## src/rtl/lc3_pkg.sv

```systemverilog
// lc3_pkg -- shared definitions for the LC-3 register file / scoreboard slice.
//   LC3_DATA_W : default register width
//   NZP_*      : condition-code encodings {N,Z,P}
//   nzp_of()   : condition code for a value given its sign bit and zero test
package lc3_pkg;

  localparam int LC3_DATA_W = 16;

  localparam logic [2:0] NZP_N     = 3'b100;
  localparam logic [2:0] NZP_Z     = 3'b010;
  localparam logic [2:0] NZP_P     = 3'b001;
  localparam logic [2:0] NZP_RESET = NZP_Z;

  function automatic logic [2:0] nzp_of(input logic neg, input logic zero);
    if (neg)  return NZP_N;
    if (zero) return NZP_Z;
    return NZP_P;
  endfunction

endpackage

```

## src/rtl/lc3_scoreboard.sv

```systemverilog
// lc3_scoreboard -- one busy bit per destination register.
//   i_clock, i_reset_n        : clock, async active-low reset
//   i_rd_addr_a/b             : source addresses to report busy status for
//   i_rsv_valid, i_rsv_addr   : reservation request
//   i_wr_valid, i_wr_addr     : write-back strobe / register
//   o_rsv_ready               : reservation accepted this cycle (combinational)
//   o_rd_busy_a/b             : source register still pending (combinational)
//   o_wr_unrsv                : write-back this cycle targets an unreserved register
module lc3_scoreboard
  import lc3_pkg::*;
#(
  parameter int NUM_REGS = 8,
  parameter int ADDR_W   = $clog2(NUM_REGS)
) (
  input  logic              i_clock,
  input  logic              i_reset_n,
  input  logic [ADDR_W-1:0] i_rd_addr_a,
  input  logic [ADDR_W-1:0] i_rd_addr_b,
  input  logic              i_rsv_valid,
  input  logic [ADDR_W-1:0] i_rsv_addr,
  input  logic              i_wr_valid,
  input  logic [ADDR_W-1:0] i_wr_addr,
  output logic              o_rsv_ready,
  output logic              o_rd_busy_a,
  output logic              o_rd_busy_b,
  output logic              o_wr_unrsv
);

  localparam logic [ADDR_W:0] LP_NREGS = (ADDR_W+1)'(NUM_REGS);

  function automatic logic in_range(input logic [ADDR_W-1:0] a);
    return {1'b0, a} < LP_NREGS;
  endfunction

  function automatic logic bit_at(input logic [NUM_REGS-1:0] v, input logic [ADDR_W-1:0] a);
    return in_range(a) ? v[a] : 1'b0;
  endfunction

  logic [NUM_REGS-1:0] r_busy;
  logic [NUM_REGS-1:0] w_busy_nxt;
  logic                w_wr_hit;
  logic                w_rsv_fire;

  assign w_wr_hit    = i_wr_valid && in_range(i_wr_addr);
  // A register being written back this cycle is free for a new reservation.
  assign o_rsv_ready = in_range(i_rsv_addr) &&
                       (!r_busy[i_rsv_addr] || (w_wr_hit && i_wr_addr == i_rsv_addr));
  assign w_rsv_fire  = i_rsv_valid && o_rsv_ready;
  assign o_wr_unrsv  = i_wr_valid && !bit_at(r_busy, i_wr_addr);

  // Write-back clears first, then an accepted reservation sets, so a
  // same-register collision leaves the bit set.
  always_comb begin
    w_busy_nxt = r_busy;
    for (int i = 0; i < NUM_REGS; i++) begin
      if (w_wr_hit   && i_wr_addr  == ADDR_W'(i)) w_busy_nxt[i] = 1'b0;
      if (w_rsv_fire && i_rsv_addr == ADDR_W'(i)) w_busy_nxt[i] = 1'b1;
    end
  end

  // Busy is reported only if the bit is set now and stays set: a write-back
  // in flight releases the source early unless it is re-reserved this cycle.
  assign o_rd_busy_a = bit_at(r_busy, i_rd_addr_a) && bit_at(w_busy_nxt, i_rd_addr_a);
  assign o_rd_busy_b = bit_at(r_busy, i_rd_addr_b) && bit_at(w_busy_nxt, i_rd_addr_b);

  always_ff @(posedge i_clock or negedge i_reset_n) begin
    if (!i_reset_n) r_busy <= '0;
    else            r_busy <= w_busy_nxt;
  end

endmodule

```

## src/rtl/lc3_regfile_sb.sv

```systemverilog
// lc3_regfile_sb -- LC-3 general register file with reservation scoreboard.
//   i_clock, i_reset_n         : clock, async active-low reset
//   i_rd_addr_a/b, o_rd_data_a/b : two combinational read ports (optional write bypass)
//   o_rd_busy_a/b              : source register has a pending reservation
//   i_rsv_valid/i_rsv_addr, o_rsv_ready : destination reservation handshake
//   i_wr_valid/i_wr_addr/i_wr_data/i_wr_setcc : write-back port
//   o_nzp                      : registered condition codes {N,Z,P}
//   o_wr_err                   : sticky, set by a write-back to an unreserved register
//   i_dbg_addr, o_dbg_data     : registered debug read, one-cycle latency
module lc3_regfile_sb
  import lc3_pkg::*;
#(
  parameter  int DATA_W   = LC3_DATA_W,
  parameter  int NUM_REGS = 8,
  parameter  int BYPASS   = 1,
  localparam int ADDR_W   = $clog2(NUM_REGS)
) (
  input  logic              i_clock,
  input  logic              i_reset_n,
  input  logic [ADDR_W-1:0] i_rd_addr_a,
  input  logic [ADDR_W-1:0] i_rd_addr_b,
  output logic [DATA_W-1:0] o_rd_data_a,
  output logic [DATA_W-1:0] o_rd_data_b,
  output logic              o_rd_busy_a,
  output logic              o_rd_busy_b,
  input  logic              i_rsv_valid,
  input  logic [ADDR_W-1:0] i_rsv_addr,
  output logic              o_rsv_ready,
  input  logic              i_wr_valid,
  input  logic [ADDR_W-1:0] i_wr_addr,
  input  logic [DATA_W-1:0] i_wr_data,
  input  logic              i_wr_setcc,
  output logic [2:0]        o_nzp,
  output logic              o_wr_err,
  input  logic [ADDR_W-1:0] i_dbg_addr,
  output logic [DATA_W-1:0] o_dbg_data
);

  localparam logic [ADDR_W:0] LP_NREGS = (ADDR_W+1)'(NUM_REGS);

  function automatic logic in_range(input logic [ADDR_W-1:0] a);
    return {1'b0, a} < LP_NREGS;
  endfunction

  logic [NUM_REGS-1:0][DATA_W-1:0] r_regs;
  logic [2:0]                      r_nzp;
  logic                            r_wr_err;
  logic [DATA_W-1:0]               r_dbg_data;

  logic w_wr_hit;
  logic w_wr_unrsv;
  logic w_byp_a;
  logic w_byp_b;

  assign w_wr_hit = i_wr_valid && in_range(i_wr_addr);

  lc3_scoreboard #(
    .NUM_REGS (NUM_REGS),
    .ADDR_W   (ADDR_W)
  ) u_sb (
    .i_clock     (i_clock),
    .i_reset_n   (i_reset_n),
    .i_rd_addr_a (i_rd_addr_a),
    .i_rd_addr_b (i_rd_addr_b),
    .i_rsv_valid (i_rsv_valid),
    .i_rsv_addr  (i_rsv_addr),
    .i_wr_valid  (i_wr_valid),
    .i_wr_addr   (i_wr_addr),
    .o_rsv_ready (o_rsv_ready),
    .o_rd_busy_a (o_rd_busy_a),
    .o_rd_busy_b (o_rd_busy_b),
    .o_wr_unrsv  (w_wr_unrsv)
  );

  // Forward only writes that will actually land in the array.
  assign w_byp_a = (BYPASS != 0) && w_wr_hit && (i_wr_addr == i_rd_addr_a);
  assign w_byp_b = (BYPASS != 0) && w_wr_hit && (i_wr_addr == i_rd_addr_b);

  assign o_rd_data_a = w_byp_a ? i_wr_data :
                       (in_range(i_rd_addr_a) ? r_regs[i_rd_addr_a] : '0);
  assign o_rd_data_b = w_byp_b ? i_wr_data :
                       (in_range(i_rd_addr_b) ? r_regs[i_rd_addr_b] : '0);

  always_ff @(posedge i_clock or negedge i_reset_n) begin
    if (!i_reset_n) begin
      r_regs     <= '0;
      r_nzp      <= NZP_RESET;
      r_wr_err   <= 1'b0;
      r_dbg_data <= '0;
    end else begin
      // Samples the pre-write array contents.
      r_dbg_data <= in_range(i_dbg_addr) ? r_regs[i_dbg_addr] : '0;
      if (w_wr_hit)
        r_regs[i_wr_addr] <= i_wr_data;
      if (i_wr_valid && i_wr_setcc)
        r_nzp <= nzp_of(i_wr_data[DATA_W-1], i_wr_data == '0);
      if (w_wr_unrsv)
        r_wr_err <= 1'b1;
    end
  end

  assign o_nzp      = r_nzp;
  assign o_wr_err   = r_wr_err;
  assign o_dbg_data = r_dbg_data;

endmodule

```

## config.mk

```make
export PLATFORM = sky130hd
export DESIGN_NAME = lc3_regfile_sb
export DESIGN_NICKNAME = d
export VERILOG_FILES = /design/src/rtl/lc3_pkg.sv /design/src/rtl/lc3_scoreboard.sv /design/src/rtl/lc3_regfile_sb.sv
export SDC_FILE = /design/constraint.sdc
export NUM_CORES = 1
export LEC_CHECK = 0
export CAP_MARGIN = 20
export CELL_PAD_IN_SITES_DETAIL_PLACEMENT = 1
export CELL_PAD_IN_SITES_GLOBAL_PLACEMENT = 1
export CORE_MARGIN = 2
export CORE_UTILIZATION = 30
export CTS_CLUSTER_DIAMETER = 80
export DETAILED_ROUTE_END_ITERATION = 7
export PLACE_DENSITY = 0.6
export RECOVER_POWER = 50
export SLEW_MARGIN = 10
export SYNTH_ARGS = -nofsm -noshare
export SYNTH_HDL_FRONTEND = slang
export SYNTH_SLANG_ARGS = --single-unit
```

## constraint.sdc

```tcl
create_clock -name i_clock -period 2 [get_ports i_clock]
set_clock_uncertainty 0.15 [all_clocks]
set_input_delay 0.4 -clock i_clock [delete_from_list [all_inputs] [get_ports i_clock]]
set_output_delay 0.4 -clock i_clock [all_outputs]
set_load 0.005 [all_outputs]
```

==> results.yml, run 1 <==
finish:
  drive_above_1_share_pct: 63.13
  final_common_cell: "buf_4"
  syn_to_final_growth_pct: 51.20
  final_cell_mix: "buf_4, dfrtp_1, mux2_2"
  nNetsFinal: 1108
  final_area_sq_mm: 0.01457
  antenna_cells: 0
grt:
  grt_pass1_wl_mm: 55.19
  antenna_found_initial: 0
  grt_max_degree: 49
  grt_pass1_vias: 8807
  gr-usage-all-layers_pct: 22.37
  grt_overflow_total: 0
floorplan:
  die_h_microns: 183.2
  rows: 65
  dieArea_sq_mm: 0.03358
  initial_core_util_pct: 30.46
  dieWidth_microns: 183.2
  core_area_sq_mm: 0.03164
  ios: 91
clocking:
  clock_path_buffers: 2
  root_buffer: "clkbuf_16"
  clk_latency_ns: 0.44
  cts.clk_slew.worst_paths_ns: 0.07
  cts_tree: "done"
  h-tree-depth: 4
  clock_sink_count: 156
  cts_buffers: 17
timing:
  finalSetupViolCount: 35
  finalHoldWorstSlack_ns: 0.2441
  drv_slew: 0
  rsz0062_at_grt: "yes"
  layout_min_cycle_time_ns: 2.539
  finalWorstSetupSlack_ns: -0.5390
  tightestPinTransition_ns: 1.062
  slew_headroom_pct: 29.23
  fmax_mhz: 393.9
  hold_viol_final: 0
  finalCritPeriodShare_pct: 126.9
place:
  post_dp_cell_area_sq_mm: 0.01239
  io_buffers: 90
  hpwlAfterDp_mm: 23.00
  place_congestion: 0.8681
power_and_ir_drop:
  vdd_drop_max_v: 0.0005892
  power_density_mw_per_mm2: 885.8
  leakagePower_nw: 6.315
run_status:
  status: "finished with violations"
  violations: "setup timing"
synth:
  synth_edf_count: 0
  synth_nets: 783
  synth_area_sq_mm: 0.009638
  synthArstFlopShare_pct: 100.0
  synth_area_per_cell_sq_um: 12.90
  synthFlopType: "dfrtp_1"
  ys_warn_count: 0
  synthCells: 747
  ys_seq_area_share_pct: 40.52
  ys_types: 55
  synth-seq-cells: 156
detailed_routing:
  viasPerCell: 5.373
  first_pass_iters: 5
  routedWlPerCell_microns: 24.51
  routed_wl_mm: 36.45
  vias: 7990
  ant_nets: 0
  initialDrtViolationCount: 684
  drc: 0
critical_path:
  critPathKind: "reg2out"
  worstSetupStartpointType: "flop"
  end_kind: "output pin"
  worstPathArrival_ns: 1.99
  required_ns: 1.45
  cp_max_fo: 3
job:
  drv_cap: 0
hold_path:
  hp-class: "in2reg"
-- final cells by class --
class	instances	area (sq um)
Timing Repair Buffer	378	3565
Tap cell	402	503.0
Fill cell	3250	17060
Sequential cell	156	3910
Inverter	7	26.28
Clock inverter	9	135.1
Multi-Input combinational cell	512	5946
Clock buffer	23	488.0
-- state kept, by name, summed over array words and instances (netlist names) --
| register | flops |
|---|---|
| o_dbg_data | 16 |
| u_sb.r_busy | 8 |
| o_wr_err | 1 |
| r_regs | 128 |
| o_nzp | 3 |
-- metrics by stage --
step,util (%),total power [mW],setup TNS (ns),cells,setup slack [ns]
2_1_floorplan,-,6.445,-0.2135,747,-0.1353
3_3_place_gp,39.17,8.397,-81.19,1347,-1.241
3_5_place_dp,39.17,8.547,-88.36,1347,-1.303
4_1_cts,45.06,12.63,-12.54,1471,-0.5710
5_1_grt,46.06,13.51,-15.45,1487,-0.6177
6_report,46.06,12.91,-11.98,1487,-0.5390
-- per-layer routing --
layer,wire (microns),track usage (%),vias up,share of wire (%)
li1,-,-,3465,-
met1,15140,28.01,4265,42
met2,19130,40.15,208,52
met3,1292,3.078,52,3.5
met4,881,6.688,0,2.4
met5,0,0,-,0
-- synth_stat cells (6+ instances only) --
cell type | count | share of area (%)
a21oi_1 | 32 | 1.7
mux4_2 | 101 | 24
xnor2_1 | 6 | 0.55
clkbuf_1 | 27 | 1.1
buf_4 | 6 | 0.47
mux2i_1 | 37 | 3.8
o21ai_0 | 7 | 0.36
nor2_1 | 39 | 1.5
inv_1 | 7 | 0.27
dfrtp_1 | 155 | 40
buf_2 | 33 | 1.7
nand2_1 | 109 | 4.2
mux2_2 | 114 | 13
-- where the power goes --
group          internal [mW]  total [mW]  leakage [nW]  switching, mW
logic                   3.07        4.97          4.13           1.91
clock network           2.10        3.50         0.296           1.40
registers               3.85        4.43          1.89          0.581
total                   9.02        12.9          6.32           3.89
-- worst paths after layout --
path / to / depth (start not counted) / startpoint / slack, ns
min: o_wr_err / 2 / i_wr_valid / 0.24
max in group asynchronous: r_regs[39] / 3 / i_reset_n / 0.15
max: o_rd_busy_b / 7 / u_sb.r_busy[4] / -0.54
min reg2reg: o_wr_err / 1 / o_wr_err / 0.32
max reg2reg: u_sb.r_busy[0] / 7 / u_sb.r_busy[6] / 0.20
min in group asynchronous: r_regs[65] / 2 / i_reset_n / 0.54
-- worst max-delay path: stages (launching register included) --
cell,delay [ns]
dfrtp_2,0.45
buf_6,0.13
mux4_2,0.45
nand2_1,0.11
nor2_1,0.07
o21ai_2,0.09
o32ai_4,0.10
buf_2,0.14
-- kinds of logic (layout without fill, tap and decap cells) --
logic type | Yosys count | in the layout | share of synthesized area [%]
flip-flops | 156 | 156 | 40.52
XOR/XNOR | 9 | 9 | 1.168
AO/OA/AOI/OAI | 69 | 69 | 4.557
buffers and inverters | 79 | 417 | 3.895
AND/OR/NAND/NOR | 182 | 182 | 9.100
multiplexers | 252 | 252 | 40.76
-- what timing repair did --
action                                 4_1_cts  5_1_grt
cloned                                       4        0
endpoints found under the hold margin       31        0
setup buffers                               91       21
pin swaps                                   47       35
resized for setup                          318       62
hold buffers                                 1        0
setup endpoints to repair                   37       35
Note: power is estimated with default switching activity, not from simulation.
==> inputs of run 2 (changes only) <==
--- a/config.mk
+++ b/config.mk
@@ -5,6 +5,7 @@
 export SDC_FILE = /design/constraint.sdc
 export NUM_CORES = 1
 export LEC_CHECK = 0
+export ABC_CLOCK_PERIOD_IN_PS = 2000
 export CAP_MARGIN = 20
 export CELL_PAD_IN_SITES_DETAIL_PLACEMENT = 1
 export CELL_PAD_IN_SITES_GLOBAL_PLACEMENT = 1
@@ -12,6 +13,7 @@
 export CORE_UTILIZATION = 30
 export CTS_CLUSTER_DIAMETER = 80
 export DETAILED_ROUTE_END_ITERATION = 7
+export HOLD_SLACK_MARGIN = 0.08
 export PLACE_DENSITY = 0.6
 export RECOVER_POWER = 50
 export SLEW_MARGIN = 10
==> results of run 2 <==
The final DEF is identical to that of run 1; final timing and power are the same.
==> inputs of run 3 (changes only) <==
--- a/config.mk
+++ b/config.mk
@@ -13,6 +13,7 @@
 export CORE_UTILIZATION = 30
 export CTS_CLUSTER_DIAMETER = 80
 export DETAILED_ROUTE_END_ITERATION = 7
+export GPL_TIMING_DRIVEN = 0
 export HOLD_SLACK_MARGIN = 0.08
 export PLACE_DENSITY = 0.6
 export RECOVER_POWER = 50
==> results.yml, run 3 (synthesis results as in run 1) <==
finish:
  final_cell_mix: "dfrtp_1, mux2_2, nand2_1"
  final_common_cell: "dfrtp_1"
  nNetsFinal: 968
  syn_to_final_growth_pct: 37.65
  fill_cells: 3234
  multi_input_area_sq_mm: 0.006107
  seq_area_sq_mm: 0.003914
  regMostFlops: "r_regs"
  largest_reg_flops: 128
  drive_above_1_share_pct: 56.67
  antenna_cells: 0
run_status:
  violations: "setup timing"
  status: "finished with violations"
detailed_routing:
  vias: 7495
  viasPerCell: 5.568
  routedWlPerCell_microns: 25.96
  ant_nets: 0
  drc: 0
  initialDrtViolationCount: 538
  routed_wl_mm: 34.95
  first_pass_iters: 5
grt:
  grt_overflow_total: 0
  grt_max_degree: 84
  grt_pass1_wl_mm: 52.54
  grt_pass1_vias: 8106
  antenna_found_initial: 0
  gr-usage-all-layers_pct: 21.55
power_and_ir_drop:
  power_frac_comb_pct: 35.5
  leakagePower_nw: 5.503
  power_density_mw_per_mm2: 901.5
  switching_share_pct: 30.69
  intPower_mw: 8.289
  clkPwrFrac_pct: 27.1
  vdd_drop_max_v: 0.0006366
  seq_power_share_pct: 37.4
  switching_power_mw: 3.671
place:
  io_buffers: 83
  hpwlAfterDp_mm: 22.30
  place_congestion: 0.8044
  dp_slack_ns: -1.934
floorplan:
  rows: 65
  core_area_sq_mm: 0.03164
  initial_core_util_pct: 30.46
  dieWidth_microns: 183.2
  dieArea_sq_mm: 0.03358
  ios: 91
  die_h_microns: 183.2
critical_path:
  critPathKind: "in2out"
  end_kind: "output pin"
  worstSetupStartpointType: "input pin"
  worstPathArrival_ns: 1.93
  r2r-end: "u_sb.r_busy[0]"
  cp_max_fo: 5
  required_ns: 1.45
  worstReg2RegStart: "u_sb.r_busy[4]"
  reg2reg_depth: 7
  r2r_slack_ns: 0.22
timing:
  slew_headroom_pct: 15.28
  fmax_mhz: 402.6
  layout_min_cycle_time_ns: 2.484
  finalHoldWorstSlack_ns: 0.2378
  finalSetupViolCount: 42
  finalCritPeriodShare_pct: 124.2
  tightestPinTransition_ns: 1.271
  hold_viol_final: 0
  finalWorstSetupSlack_ns: -0.4842
  rsz0062_at_grt: "yes"
  drv_slew: 0
clocking:
  clock_sink_count: 156
  h-tree-depth: 4
  clock_path_buffers: 2
  cts_tree: "done"
  clk_latency_ns: 0.43
  cts.clk_slew.worst_paths_ns: 0.06
  cts_buffers: 17
  root_buffer: "clkbuf_16"
hold_path:
  min_from: "i_rsv_addr[1]"
  hp-class: "in2reg"
  hold-path-cell-count: 3
  hold_end: "u_sb.r_busy[2]"
job:
  drv_cap: 0
==> run 3: changes by cell type in the layout (fill, tap and decap cells not counted), sizes merged <==
cell | previous run | this run
buf | 329 | 167
bufinv | 3 | 2
clkbuf | 28 | 51
clkdlybuf4s15 | 3 | 0
clkdlybuf4s50 | 38 | 27
clkinv | 3 | 5
clkinvlp | 3 | 2
dlygate4sd2 | 2 | 3
dlygate4sd3 | 1 | 11
inv | 7 | 8
==> run 3: per-layer routing <==
metal | global-route usage (%) | vias up | wire (microns) | share of wire (%)
met3 | 3.594 | 70 | 1699 | 4.9
met2 | 37.85 | 258 | 18000 | 52
met1 | 26.81 | 3955 | 14280 | 41
met5 | 0 | - | 0 | 0
li1 | - | 3212 | - | -
met4 | 7.584 | 0 | 967 | 2.8
==> run 3: per-stage QoR <==
stage          area [sq um]  TNS [ns]  cells  power (mW)  util (%)
2_1_floorplan          9687   -0.2135    747       6.445         -
3_3_place_gp          11020  -1172.66   1232       7.798     34.83
3_5_place_dp          11070   -147.34   1235       7.907     34.98
4_1_cts               13040    -11.30   1339       11.78     41.21
5_1_grt               13270    -28.04   1346       12.54     41.93
6_report              13270    -11.10   1346       11.96     41.93
==> run 3: worst max path at each step <==
stage	from	to	slack, ns	cells after the start
global route	u_sb.r_busy[2]	o_rd_busy_b	-0.55	7
CTS	i_rsv_addr[2]	o_rd_busy_b	-0.52	7
detailed placement	i_rd_addr_a[1]	o_rd_data_a[13]	-1.93	7
floorplan	i_wr_valid	o_rd_busy_b	-0.14	7
finish	i_wr_addr[0]	o_rd_busy_b	-0.48	8
global placement	i_reset_n	o_dbg_data[12]	-6.57	1
==> run 3: timing repair <==
| item | in CTS | in global routing |
|---|---|---|
| resized for setup | 406 | 78 |
| hold endpoints to repair | 81 | 0 |
| buffers inserted | 70 | 13 |
| hold buffers | 1 | 0 |
| pin swaps | 43 | 31 |
| cloned | 5 | 0 |
| endpoints found under the setup margin | 139 | 41 |
==> run 3: power by group through the flow <==
stage	clock, mW	sequential (mW)	combinational [mW]
floorplan	0	4.31	2.13
global placement	0	4.46	3.33
detailed placement	0	4.52	3.39
CTS	3.31	4.43	4.04
global route	3.45	4.56	4.52
finish	3.25	4.47	4.24
==> run 3: critical path, stage by stage <==
cell	delay (ns)
buf_8	0.10
buf_8	0.12
xnor2_4	0.21
nand4_4	0.14
a21o_1	0.20
a211o_1	0.30
o32ai_4	0.29
buf_2	0.16
==> run 3: final cells by class <==
| class | count | area share, % |
|---|---|---|
| Buffer | 65 | 4.810 |
| Clock buffer | 21 | 3.471 |
| Clock inverter | 10 | 0.8771 |
| Inverter | 7 | 0.1981 |
| Multi-Input combinational cell | 512 | 46.03 |
| Sequential cell | 156 | 29.50 |
| Tap cell | 402 | 3.791 |
| Timing Repair Buffer | 173 | 11.32 |
